$ cat src/rtl/maxpool_seq_ctrl.sv
// maxpool_seq_ctrl: walks a conv feature map one 2x2 window at a time.
// For each window it reads four taps from the input RAM and keeps a running
// unsigned maximum. It then writes that maximum to the pooled-output RAM.
// Each window takes 6 cycles: 4 reads, 1 drain cycle for the last read, and 1 write.
module maxpool_seq_ctrl #(
  parameter int IN_W   = 28,
  parameter int IN_H   = 28,
  parameter int DATA_W = 16,
  parameter int IN_AW  = 10,
  parameter int OUT_AW = 8
) (
  input  logic              clk,
  input  logic              rst,
  input  logic              start,
  output logic              busy,
  output logic              done,
  output logic              rd_en,
  output logic [IN_AW-1:0]  rd_addr,
  input  logic [DATA_W-1:0] rd_data,
  output logic              wr_en,
  output logic [OUT_AW-1:0] wr_addr,
  output logic [DATA_W-1:0] wr_data
);

  localparam int OUT_W = IN_W / 2;
  localparam int OUT_H = IN_H / 2;
  localparam int PC_W  = (OUT_W > 1) ? $clog2(OUT_W) : 1;
  localparam int PR_W  = (OUT_H > 1) ? $clog2(OUT_H) : 1;

  typedef enum logic [2:0] {
    S_IDLE,
    S_RD,
    S_DRAIN,
    S_WR,
    S_DONE
  } state_t;

  state_t            state_reg, state_next;
  logic [1:0]        tap_reg;
  logic [PC_W-1:0]   pc_reg;
  logic [PR_W-1:0]   pr_reg;
  logic [DATA_W-1:0] acc_reg, acc_next;
  logic [DATA_W-1:0] wr_data_reg;
  logic              last_pc, last_pr;

  assign last_pc = (pc_reg == PC_W'(OUT_W - 1));
  assign last_pr = (pr_reg == PR_W'(OUT_H - 1));

  // State register; reset aborts any pass in flight
  always_ff @(posedge clk or negedge rst) begin
    if (!rst) state_reg <= S_IDLE;
    else      state_reg <= state_next;
  end

  // Next-state decode; start only matters in IDLE
  always_comb begin
    state_next = state_reg;
    case (state_reg)
      S_IDLE:  if (start) state_next = S_RD;
      S_RD:    if (tap_reg == 2'd3) state_next = S_DRAIN;
      S_DRAIN: state_next = S_WR;
      S_WR:    state_next = (last_pc && last_pr) ? S_DONE : S_RD;
      S_DONE:  state_next = S_IDLE;
      default: state_next = S_IDLE;
    endcase
  end

  // Tap and window counters; window counters wrap to 0 after the last write
  always_ff @(posedge clk or negedge rst) begin
    if (!rst) begin
      tap_reg <= 2'd0;
      pc_reg  <= '0;
      pr_reg  <= '0;
    end else begin
      tap_reg <= (state_reg == S_RD) ? tap_reg + 2'd1 : 2'd0;
      if (state_reg == S_WR) begin
        if (last_pc) begin
          pc_reg <= '0;
          pr_reg <= last_pr ? '0 : pr_reg + PR_W'(1);
        end else begin
          pc_reg <= pc_reg + PC_W'(1);
        end
      end
    end
  end

  // Running max. Data for tap N arrives in the cycle after it is read,
  // so tap 0 data shows up during RD tap 1 and reloads the accumulator.
  // Taps 1..3 arrive during RD taps 2 and 3 and during DRAIN.
  always_comb begin
    acc_next = acc_reg;
    if (state_reg == S_RD && tap_reg == 2'd1)
      acc_next = rd_data;
    else if ((state_reg == S_RD && tap_reg != 2'd0) || state_reg == S_DRAIN)
      acc_next = (rd_data > acc_reg) ? rd_data : acc_reg;
  end

  // Accumulator and write-data registers. wr_data latches the final max on
  // entry to WR and holds it until the next window's write.
  always_ff @(posedge clk or negedge rst) begin
    if (!rst) begin
      acc_reg     <= '0;
      wr_data_reg <= '0;
    end else begin
      acc_reg <= acc_next;
      if (state_reg == S_DRAIN) wr_data_reg <= acc_next;
    end
  end

  // Output decode from registered state only
  always_comb begin
    busy    = (state_reg == S_RD) || (state_reg == S_DRAIN) || (state_reg == S_WR);
    done    = (state_reg == S_DONE);
    rd_en   = (state_reg == S_RD);
    wr_en   = (state_reg == S_WR);
    rd_addr = IN_AW'({pr_reg, tap_reg[1]}) * IN_AW'(IN_W) + IN_AW'({pc_reg, tap_reg[0]});
    wr_addr = OUT_AW'(pr_reg) * OUT_AW'(OUT_W) + OUT_AW'(pc_reg);
    wr_data = wr_data_reg;
  end

endmodule

$ cat config.mk
export PLATFORM = sky130hd
export DESIGN_NAME = maxpool_seq_ctrl
export DESIGN_NICKNAME = d
export VERILOG_FILES = /design/src/rtl/maxpool_seq_ctrl.sv
export SDC_FILE = /design/constraint.sdc
export NUM_CORES = 1
export LEC_CHECK = 0
export CAP_MARGIN = 20
export CELL_PAD_IN_SITES_DETAIL_PLACEMENT = 0
export CELL_PAD_IN_SITES_GLOBAL_PLACEMENT = 1
export CORE_ASPECT_RATIO = 1.5
export CORE_UTILIZATION = 30
export CTS_CLUSTER_DIAMETER = 50
export DETAILED_ROUTE_END_ITERATION = 7
export PLACE_DENSITY_LB_ADDON = 0.08
export SYNTH_ARGS = -nofsm -noshare
export SYNTH_HDL_FRONTEND = slang
export SYNTH_SLANG_ARGS = --single-unit
$ cat constraint.sdc
create_clock -name clk -period 8.34 [get_ports clk]
set_input_delay 1.668 -clock clk [delete_from_list [all_inputs] [get_ports clk]]
set_output_delay 1.668 -clock clk [all_outputs]
set_load 0.01 [all_outputs]
**Yosys cells after proc, flatten, opt, wreduce, memory -nomap -nowiden**

Index checks and enable logic that the tools add are counted.

- Flip-flop bits (word level): 45
- Input bits: 19
- Output and inout bits: 38
- Logic and storage cells: 44

- Multiply operators: 2
- Muxes and demuxes: 10
- $lt $le $gt $ge: 1
- Reduce and logical (&&, ||, !) cells: 10
- Eq/ne operators: 10
- Add/sub/neg operators: 5

Operator list:

| operator | number |
|---|---|
| $mux 16 | 3 |
| $gt 16x16->1 | 1 |
| $pmux 3 s4 | 1 |
| $add 10x5->10 | 1 |
| $mux 3 | 3 |
| $add 4x1->4 const B | 2 |
| $add 8x4->8 | 1 |
| $eq 4x4->1 const B | 2 |
| $mul 5x3->8 const B | 1 |
| $mux 4 | 2 |
| $mul 4x3->7 const B | 1 |
| $eq 3x2->1 const B | 2 |
| $reduce_and 2->1 | 2 |
| $eq 3x1->1 const B | 1 |
| $eq 3x3->1 const B | 1 |
| $logic_and 1x1->1 | 3 |
| $logic_not 3->1 | 1 |
| $logic_or 1x1->1 | 3 |
| $add 2x1->2 const B | 1 |
| $eq 2x1->1 const B | 1 |
| $eq 2x2->1 const B | 1 |
| $mux 2 | 1 |
| $ne 2x1->1 const B | 1 |
| $ne 2x2->1 const B | 1 |
| $reduce_bool 2->1 | 1 |

**Longest topological paths before layout**

Gate-level depths: netlist of run 1.

- Depth in word-level cells: 5
- Depth in mapped cells: 10
- Mapped depth without buffers: 10

**Least setup slack after synthesis of run 1**

OpenSTA, ideal clock, no wires.

- Path kind: register -> output
- Start: reg pr_reg[0]
- End: out rd_addr[9]
- Data arrival time: 2.650 ns
- Required time: 6.672 ns
- Stages on the path, launching flop included: 11
- Path slack: 4.022 ns
- Path buffers: 0
- Cell sequence: dfrtp_1 -> fa_1 -> ha_1 -> inv_1 -> fa_1 -> nand2b_1 -> a21oi_1 -> xor2_1 -> nand2_1 -> a2111oi_0 -> or3_1

- Longest elaborated chain between the ends: 2

RTL lines:

| item | RTL line | text |
|---|---|---|
| start: declaration | 41 | `logic [PR_W-1:0] pr_reg;` |
| start signal: assignment | 79 | `pr_reg <= last_pr ? '0 : pr_reg + PR_W'(1);` |
| $mul 5x3->8 | 116 | `rd_addr = IN_AW'({pr_reg, tap_reg[1]}) * IN_AW'(IN_W) + IN_AW'({pc_reg, tap_reg[0]});` |
| $add 10x5->10 | 116 |  |
| end: declaration | 18 | `output logic [IN_AW-1:0] rd_addr,` |

No other way between the ends.

**Worst setup path after layout of run 1**

Ends and elaborated chain as after synthesis.

==> results of run 1 <==
final cells by class:
class	count	area, um2
Clock buffer	7	143
Clock inverter	1	30.0
Fill cell	989	6110
Inverter	29	109
Multi-Input combinational cell	200	1820
Sequential cell	45	1130
Tap cell	117	146
Timing Repair Buffer	59	591
per-layer routing:
layer  vias to the layer above  GRT usage (%)  wire length (um)
li1                       1088              -                 -
met1                      1063           15.3              2770
met2                        44           25.3              3650
met3                         7           2.34               211
met4                         0           5.78               146
met5                         -              0                 0
cell families (layout without fill, tap and decap cells):
| group | after synthesis | in the layout | share of synthesized area (%) |
|---|---|---|---|
| DFF | 45 | 45 | 36.2 |
| buffers and inverters | 39 | 96 | 5.39 |
| AOI/OAI and AO/OA | 44 | 44 | 9.36 |
| adders and majority gates | 45 | 45 | 20.0 |
| and+or+nand+nor | 64 | 64 | 10.9 |
| muxes | 32 | 32 | 14.0 |
| xor gates and xnor gates | 15 | 15 | 4.22 |
synthesized netlist by cell type, types with 2 or more instances:
master	instances	area share, %
nor2_1	13	1.6
buf_2	2	0.32
mux2_4	20	9.6
and2_1	5	1.0
nor3_1	5	0.80
o21ai_0	9	1.4
mux2_2	12	4.3
nand2_1	17	2.0
nor4_1	2	0.40
inv_1	29	3.5
nand4_1	4	0.80
ha_1	37	15
buf_4	3	0.72
dfrtp_1	45	36
clkbuf_1	4	0.48
nor2b_1	2	0.40
fa_1	8	5.1
or3_1	5	1.0
xnor2_1	5	1.4
xor2_1	10	2.8
a21o_1	7	1.7
nand2b_1	5	1.0
a21oi_1	17	2.7
power by group:
group          internal (W)  total, W  leakage (nW)  switching (W)
clock network      0.000150  0.000234        0.0841      0.0000842
logic              0.000416  0.000716          1.22       0.000300
registers          0.000315  0.000393         0.557      0.0000777
total              0.000881   0.00134          1.86       0.000462
worst reg2reg max path: stages, from the launching register on:
cell	delay, ps
dfrtp_1	340
inv_1	40
ha_1	330
nand4_1	250
or3_1	450
a31oi_2	470
buf_4	330
mux2_2	370
mux2_2	260
worst min path at each step:
stage	startpoint	slack (ps)	depth (start not counted)	end
2_1_floorplan	acc_reg[10]$_DFF_PN0_	490	1	acc_reg[10]$_DFF_PN0_
3_3_place_gp	wr_data[4]$_DFFE_PN0P_	490	1	wr_data[4]$_DFFE_PN0P_
3_5_place_dp	wr_data[12]$_DFFE_PN0P_	490	1	wr_data[12]$_DFFE_PN0P_
4_1_cts	wr_data[4]$_DFFE_PN0P_	510	1	wr_data[4]$_DFFE_PN0P_
5_1_grt	wr_data[12]$_DFFE_PN0P_	520	1	wr_data[12]$_DFFE_PN0P_
6_report	wr_data[4]$_DFFE_PN0P_	510	1	wr_data[4]$_DFFE_PN0P_
metrics by stage:
stage          cells  total power, W  setup slack (ps)  area, um2  util [%]
4_1_cts          457         0.00137              2970       3950      39.2
2_1_floorplan    284        0.000865              4020       3110         -
3_3_place_gp     449         0.00112              3320       3770      37.4
6_report         458         0.00134              3030       3970      39.4
3_5_place_dp     449         0.00112              3310       3770      37.4
5_1_grt          458         0.00146              2720       3970      39.4
==> summary.md, run 1 <==
| Metric | Value |
|---|---|
| Worst Path Required | 6670 ps |
| Post-synth EDFFs | 0 |
| Worst R2R Start | acc_reg[15]$_DFF_PN0_ |
| Area Overhead vs Synth | 27.4% |
| Post-route DRC | 0 |
| Syn Nets | 348 |
| Fmax | 188 MHz |
| Fin crit share | 63.6% |
| Die Y | 127 um |
| Post-DP HPWL | 5080 um |
| Largest stage delay on the critical path | 570 ps |
| Final setup vio count | 0 |
| Hold_buf cts | 0 |
| Most frequent cells in the layout | clkdlybuf4s50_1 (55), dfrtp_1 (45), ha_1 (37) |
| CTS resizes | 0 |
| Global-route wire length before repair | 11400 um |
| CP startpoint kind | flop |
| DR vias/cell | 4.81 |
| Drt initial violations | 39 |
| CTS Buf Count | 5 |
| Final ANT Viol Nets | 0 |
| Outcome | complete, no violations |
| CP delay by family, top | adder cells |
| Prevailing post-synth register cell | dfrtp_1 |
| Clock Latency Late Sink | 290 ps |
| Crit path top cell by count | fa_1 |
| Register area share after synthesis | 36.2% |
| PortBufs | 56 |
| CTS tree | done |
| Peak VDD IR | 182 uV |
| CP cell instances | fa_1 > ha_1 > inv_1 > fa_1 > nand2b_1 > a21oi_1 > xor2_1 > nand2_1 > a2111oi_0 > or3_1 > clkdlybuf4s50_1 |
| H-tree levels | 2 |
| Worst path bufs/invs | 2 |
| Antenna violations before repair | 0 |
| Max Slew Vio Count | 0 |
| Die span in x | 85.2 um |
| Routed len/inst | 14.8 um |
| Rel. slew slack | 63.9% |
| Core box area | 10100 um2 |
| P_leak | 1.86 nW |
| Worst path depth | 11 |
| Setup TNS | 0 ps |
| Synth Area per Inst | 11.0 um2 |
| Crit path max-delay cell type | fa_1 |
| Largest net degree at the start of global routing | 46 |
| Worst reg-to-reg path cell count | 8 |
| FFs w/ async S/R, synth | 100% |
| Final worst path period need | 5310 ps |
| Initial core utilization | 30.9% |
| CP startpoint | pr_reg[0]$_DFFE_PN0P_ |
| Total number of vias | 2202 |
| Synth cell types | 41 |
| WL final | 6770 um |
| Share of cells above drive strength 1 | 14.4% |
| Hold_ws | 505 ps |
| Clock skew | 7.05 ps |
| Die area | 10800 um2 |
| GRT Total Usage | 13.7% |
| Most common cell after layout, fill and taps aside | clkdlybuf4s50_1 |
| CP endpoint | rd_addr[9] |
| Number of synthesis warnings | 0 |
| Crit-path max FO | 9 |
| Fin nets | 404 |
| Post-synthesis cell count | 284 |
| Ports | 57 |
| Total grt overflow | 0 |
| Crit path DAT | 3640 ps |
| Pre-antenna DRT Iters | 4 |
| Max-cap violations | 0 |
| Least-Margin Pin Slew | 541 ps |
| Vias in the first global route | 2370 |
| Root Driver | clkbuf_16 |
| Clk pin slew, worst setup/hold paths | 60 ps |
| Reg2reg end | wr_data[15]$_DFFE_PN0P_ |
| Worst min path class | flop to flop |
| Number of hold violations in the final report | 0 |
| #FFs+latches synth | 45 |
| R2r setup slk | 5390 ps |
| Cell Rows | 45 |
| Mapped cell area | 3110 um2 |
| Post CTS Setup Buffer Count | 0 |
| Clock sinks | 45 |
| CTS max path bufs | 2 |
| P per Cell Area | 339 nW/um2 |
| Crit end category | primary output |
| RSZ-0062 raised after global routing | false |
| ANT cells | 0 |
| CP Class | flop to primary output |
| Placer Congestion | 0.702 |
Power figures use the tool's default switching activity.
==> run 2: changes to the inputs <==
Clock period 8.34 ns to 5.2 ns, I/O delays scaled along.
==> summary.md, run 2 (synthesized netlist as in run 1, its figures left out) <==
| Metric | Value |
|---|---|
| Worst Path Required | 4160 ps (-2510 ps) |
| Final worst path period need | 4720 ps |
| Dpl cell area | 3770 um2 (unchanged) |
| Fin crit share | 90.7% |
| Crit end category | primary output |
| Ports | 57 (unchanged) |
| Crit-path max FO | 9 (unchanged) |
| Setup TNS | 0 ps (unchanged) |
| Max Slew Vio Count | 0 (unchanged) |
| Antenna violations before repair | 0 (unchanged) |
| Drt initial violations | 39 (unchanged) |
| Initial core utilization | 30.9% (unchanged) |
| Die span in x | 85.2 um (unchanged) |
| Largest net degree at the start of global routing | 46 (unchanged) |
| Fin nets | 404 (unchanged) |
| CP cell instances | fa_1 > ha_1 > inv_1 > fa_1 > nand2b_1 > a21oi_1 > xor2_1 > nand2_1 > a2111oi_0 > or3_1 > clkdlybuf4s50_1 |
| Root Driver | clkbuf_16 |
| Most common cell after layout, fill and taps aside | clkdlybuf4s50_1 |
| DR vias/cell | 4.70 (-2.1%) |
| Peak VDD IR | 334 uV (+83%) |
| Global-route wire length before repair | 11300 um (-1.1%) |
| Die Y | 127 um (unchanged) |
| Clock sinks | 45 (unchanged) |
| CP startpoint kind | flop |
| Outcome | complete, no violations |
| Post CTS Setup Buffer Count | 0 (unchanged) |
| Largest stage delay on the critical path | 570 ps (about the same) |
| Rel. slew slack | 65.7% (+1.8 points) |
| Worst path bufs/invs | 2 (unchanged) |
| Post-DP HPWL | 5010 um (-1.3%) |
| P_leak | 1.85 nW (-0.76%) |
| Hold_buf cts | 0 (unchanged) |
| Total number of vias | 2150 (-2.4%) |
| WL final | 6550 um (-3.2%) |
| Most frequent cells in the layout | clkdlybuf4s50_1 (55), dfrtp_1 (45), ha_1 (37) |
| P per Cell Area | 531 nW/um2 (+57%) |
| H-tree levels | 2 (unchanged) |
| Number of hold violations in the final report | 0 (unchanged) |
| Final Cell Area | 3940 um2 (-0.76%) |
| Crit path DAT | 3680 ps (+40 ps) |
| Core box area | 10100 um2 (unchanged) |
| Cell Rows | 45 (unchanged) |
| Area Overhead vs Synth | 26.4% |
| CTS tree | done |
| Least-Margin Pin Slew | 513 ps (-28.1 ps) |
| Final ANT Viol Nets | 0 (unchanged) |
| CTS max path bufs | 2 (unchanged) |
| Fmax | 212 MHz |
| PortBufs | 56 (unchanged) |
| Final setup vio count | 0 (unchanged) |
| Routed len/inst | 14.3 um (-3.0%) |
| Crit path top cell by count | fa_1 |
| CP delay by family, top | adder cells |
| Clock Latency Late Sink | 280 ps (about the same) |
| Worst min path class | flop to flop |
| CTS Buf Count | 5 (unchanged) |
| ANT cells | 0 (unchanged) |
| Crit path max-delay cell type | fa_1 |
| GRT Total Usage | 13.4% (-0.27 points) |
| Vias in the first global route | 2302 (-2.9%) |
| Die area | 10800 um2 (unchanged) |
| Clk pin slew, worst setup/hold paths | 60 ps (about the same) |
| Clock skew | 3.61 ps (-3.45 ps) |
| Post-route DRC | 0 (unchanged) |
| Pre-antenna DRT Iters | 3 (-1) |
| CTS resizes | 0 (unchanged) |
| Share of cells above drive strength 1 | 14.1% (-0.25 points) |
| Total grt overflow | 0 (unchanged) |
| RSZ-0062 raised after global routing | false |
| CP Class | flop to primary output |
| Max-cap violations | 0 (unchanged) |
| Placer Congestion | 0.738 (+5.2%) |
run 2: cell count changes in the layout (fill, tap and decap cells not counted), sizes merged:
cell and delta:
bufinv -1
run 2: final timing paths:
path / startpoint / cells after the start / slack [ps] / end
setup / recovery: pr_reg[0]$_DFFE_PN0P_ / 11 / 480 / rd_addr[9]
hold / removal: wr_data[3]$_DFFE_PN0P_ / 1 / 500 / wr_data[3]$_DFFE_PN0P_
setup reg to reg: tap_reg[1]$_DFF_PN0_ / 9 / 2230 / wr_data[15]$_DFFE_PN0P_
hold reg to reg: wr_data[3]$_DFFE_PN0P_ / 1 / 500 / wr_data[3]$_DFFE_PN0P_
max in group asynchronous: rst / 2 / 4010 / acc_reg[10]$_DFF_PN0_
min in group asynchronous: rst / 1 / 680 / acc_reg[2]$_DFF_PN0_
run 2: stage by stage:
step | setup WS, ps | power [W] | hold slack [ps] | instances | util [%]
6_report | 485 | 0.00209 | 503 | 457 | 39.1
5_1_grt | 145 | 0.00226 | 518 | 457 | 39.1
4_1_cts | 444 | 0.00213 | 510 | 456 | 38.9
3_5_place_dp | 753 | 0.00180 | 495 | 449 | 37.4
3_3_place_gp | 810 | 0.00180 | 489 | 449 | 37.4
2_1_floorplan | 1510 | 0.00139 | 492 | 284 | -
run 2: layout make-up:
cell class | count | area (um2)
clock buffers | 7 | 143
fillers | 1009 | 6140
inverters | 29 | 109
multi-input cells | 200 | 1820
flip-flops and latches | 45 | 1130
well taps | 117 | 146
repair buffers | 59 | 591
run 2: metal layers:
layer  vias up  global-route usage (%)  part of all wire [%]
met5         -                       0                     0
met4         0                    5.08                   1.7
met3         7                    2.28                   3.0
met2        36                    24.9                    54
met1      1025                    15.1                    41
li1       1082                       -                     -
run 2: report_power, final:
group	switching, W	internal, W
combinational	0.000479	0.000666
sequential	0.000123	0.000506
clock	0.000126	0.000189
total	0.000728	0.00136
==> run 3: changes to the inputs <==
Settings changed: ABC_CLOCK_PERIOD_IN_PS set to 5200, CORE_UTILIZATION 30 to 35.
==> summary.md, run 3 (synthesized netlist as in run 1, its figures left out) <==
| Metric | Value |
|---|---|
| Outcome | complete, no violations |
| Antenna violations before repair | 0 (unchanged) |
| Pre-CTS WS | 733 ps (-19.8 ps) |
| Comb pwr share | 54.8% (about the same) |
| Post-DP HPWL | 4790 um (-4.4%) |
| Final ANT Viol Nets | 0 (unchanged) |
| Die Y | 118 um (-7.3%) |
| CP startpoint kind | flop |
| R2r setup slk | 2220 ps (about the same) |
| Clk pin slew, worst setup/hold paths | 60 ps (about the same) |
| Die area | 9280 um2 (-14%) |
| Worst reg-to-reg path cell count | 9 (unchanged) |
| Vias in the first global route | 2269 (-1.4%) |
| Least-Margin Pin Slew | 539 ps (+25.8 ps) |
| Hold_sp | wr_data[6]$_DFFE_PN0P_ |
| Switch share | 34.8% (-0.071 points) |
| Max Slew Vio Count | 0 (unchanged) |
| Initial core utilization | 36.6% (+5.7 points) |
| Largest net degree at the start of global routing | 46 (unchanged) |
| Root Driver | clkbuf_16 |
| CP Class | flop to primary output |
| Worst Hold Depth | 1 (unchanged) |
| Post-route setup slack | 452 ps (-33.0 ps) |
| Clock skew | 4.68 ps (+1.07 ps) |
| Clock sinks | 45 (unchanged) |
| Total grt overflow | 0 (unchanged) |
| Min-Delay Endpoint | wr_data[6]$_DFFE_PN0P_ |
| Final setup vio count | 0 (unchanged) |
| Worst min path class | flop to flop |
| Hold_buf cts | 0 (unchanged) |
| Die span in x | 79.0 um (-7.2%) |
| CTS tree | done |
| P per Cell Area | 531 nW/um2 (about the same) |
| Clock Latency Late Sink | 290 ps (about the same) |
| Fin crit share | 91.3% (+0.63 points) |
| Crit end category | primary output |
| H-tree levels | 2 (unchanged) |
| NetSw | 0.000725 W (-0.31%) |
| Drt initial violations | 61 (+56%) |
| Post-route DRC | 0 (unchanged) |
| P_leak | 1.85 nW (about the same) |
| Rel. slew slack | 64.0% (-1.7 points) |
| Ports | 57 (unchanged) |
| CTS max path bufs | 2 (unchanged) |
| Setup TNS | 0 ps (unchanged) |
| Reg power frac | 30.1% (about the same) |
| Worst Path Required | 4160 ps (about the same) |
| CTS resizes | 0 (unchanged) |
| PortBufs | 56 (unchanged) |
| Placer Congestion | 0.788 (+6.7%) |
| Peak VDD IR | 309 uV (-7.6%) |
| Reg2reg end | wr_data[15]$_DFFE_PN0P_ |
| Fmax | 211 MHz (-0.70%) |
| Area Overhead vs Synth | 26.3% |
| Core box area | 8520 um2 (-16%) |
| WL final | 6230 um (-4.9%) |
| Crit-path max FO | 9 (unchanged) |
| Worst R2R Start | tap_reg[1]$_DFF_PN0_ |
| Number of hold violations in the final report | 0 (unchanged) |
| Global-route wire length before repair | 10600 um (-6.4%) |
| ANT cells | 0 (unchanged) |
| CTS Buf Count | 5 (unchanged) |
| GRT Total Usage | 14.7% (+1.3 points) |
| Cell Rows | 41 (-8.9%) |
| Final worst path period need | 4750 ps (+33.0 ps) |
| Most common cell after layout, fill and taps aside | clkdlybuf4s50_1 |
| Pre-antenna DRT Iters | 6 (+3) |
| Post CTS Setup Buffer Count | 0 (unchanged) |
| RSZ-0062 raised after global routing | false |
| Most frequent cells in the layout | clkdlybuf4s50_1 (55), dfrtp_1 (45), ha_1 (37) |
| Share of cells above drive strength 1 | 14.1% (unchanged) |
| Internal Power | 0.00136 W (about the same) |
| Total number of vias | 2205 (+2.6%) |
| DR vias/cell | 4.93 (+4.9%) |
| Max-cap violations | 0 (unchanged) |
| Crit path DAT | 3710 ps (+30 ps) |
| Routed len/inst | 13.9 um (-2.8%) |
| Fin nets | 404 (unchanged) |
| Clock share of power | 15.1% (about the same) |
[run 3: per-stage QoR]
step	util, %	hold slack (ps)	cells	instance area, um2	power, W
floorplan	-	492	284	3110	0.00139
global placement	44.1	492	438	3750	0.00179
detailed placement	44.3	498	439	3770	0.00179
CTS	45.9	514	446	3910	0.00213
global route	46.2	522	447	3930	0.00226
finish	46.2	512	447	3930	0.00209
[run 3: critical path: stages, from the launching register on]
cell	delay, ps
dfrtp_1	520
fa_1	570
ha_1	170
inv_1	60
fa_1	390
nand2b_1	160
a21oi_1	150
xor2_1	300
nand2_1	80
a2111oi_0	330
or3_1	160
clkdlybuf4s50_1	530
[run 3: how the worst max path moves through the flow]
stage / from / to / slack (ps) / cells after the start
final: pr_reg[0]$_DFFE_PN0P_ / rd_addr[9] / 450 / 11
after global routing: pr_reg[0]$_DFFE_PN0P_ / rd_addr[9] / 180 / 11
after CTS: pr_reg[0]$_DFFE_PN0P_ / rd_addr[9] / 410 / 11
after detailed placement: pr_reg[0]$_DFFE_PN0P_ / rd_addr[9] / 730 / 11
after global placement: pr_reg[0]$_DFFE_PN0P_ / rd_addr[9] / 830 / 11
after floorplan: pr_reg[0]$_DFFE_PN0P_ / rd_addr[9] / 1510 / 10
[run 3: layer usage]
| layer | global-route usage (%) | routed length, um |
|---|---|---|
| met4 | 6.14 | 111 |
| met2 | 26.5 | 3380 |
| met1 | 16.6 | 2540 |
| met5 | 0 | 0 |
| met3 | 2.64 | 202 |
[run 3: layout make-up]
type,count,area [um2]
well taps,107,134
inverters,29,109
fillers,864,4580
multi-input cells,200,1820
clock buffers,7,143
repair buffers,59,598
flip-flops and latches,45,1130
[run 3: power groups by stage]
| stage | clock, W | combinational [W] | sequential (W) |
|---|---|---|---|
| 2_1_floorplan | 0 | 0.000756 | 0.000631 |
| 3_3_place_gp | 0 | 0.00116 | 0.000630 |
| 3_5_place_dp | 0 | 0.00115 | 0.000639 |
| 4_1_cts | 0.000325 | 0.00117 | 0.000633 |
| 5_1_grt | 0.000337 | 0.00127 | 0.000653 |
| 6_report | 0.000314 | 0.00114 | 0.000628 |
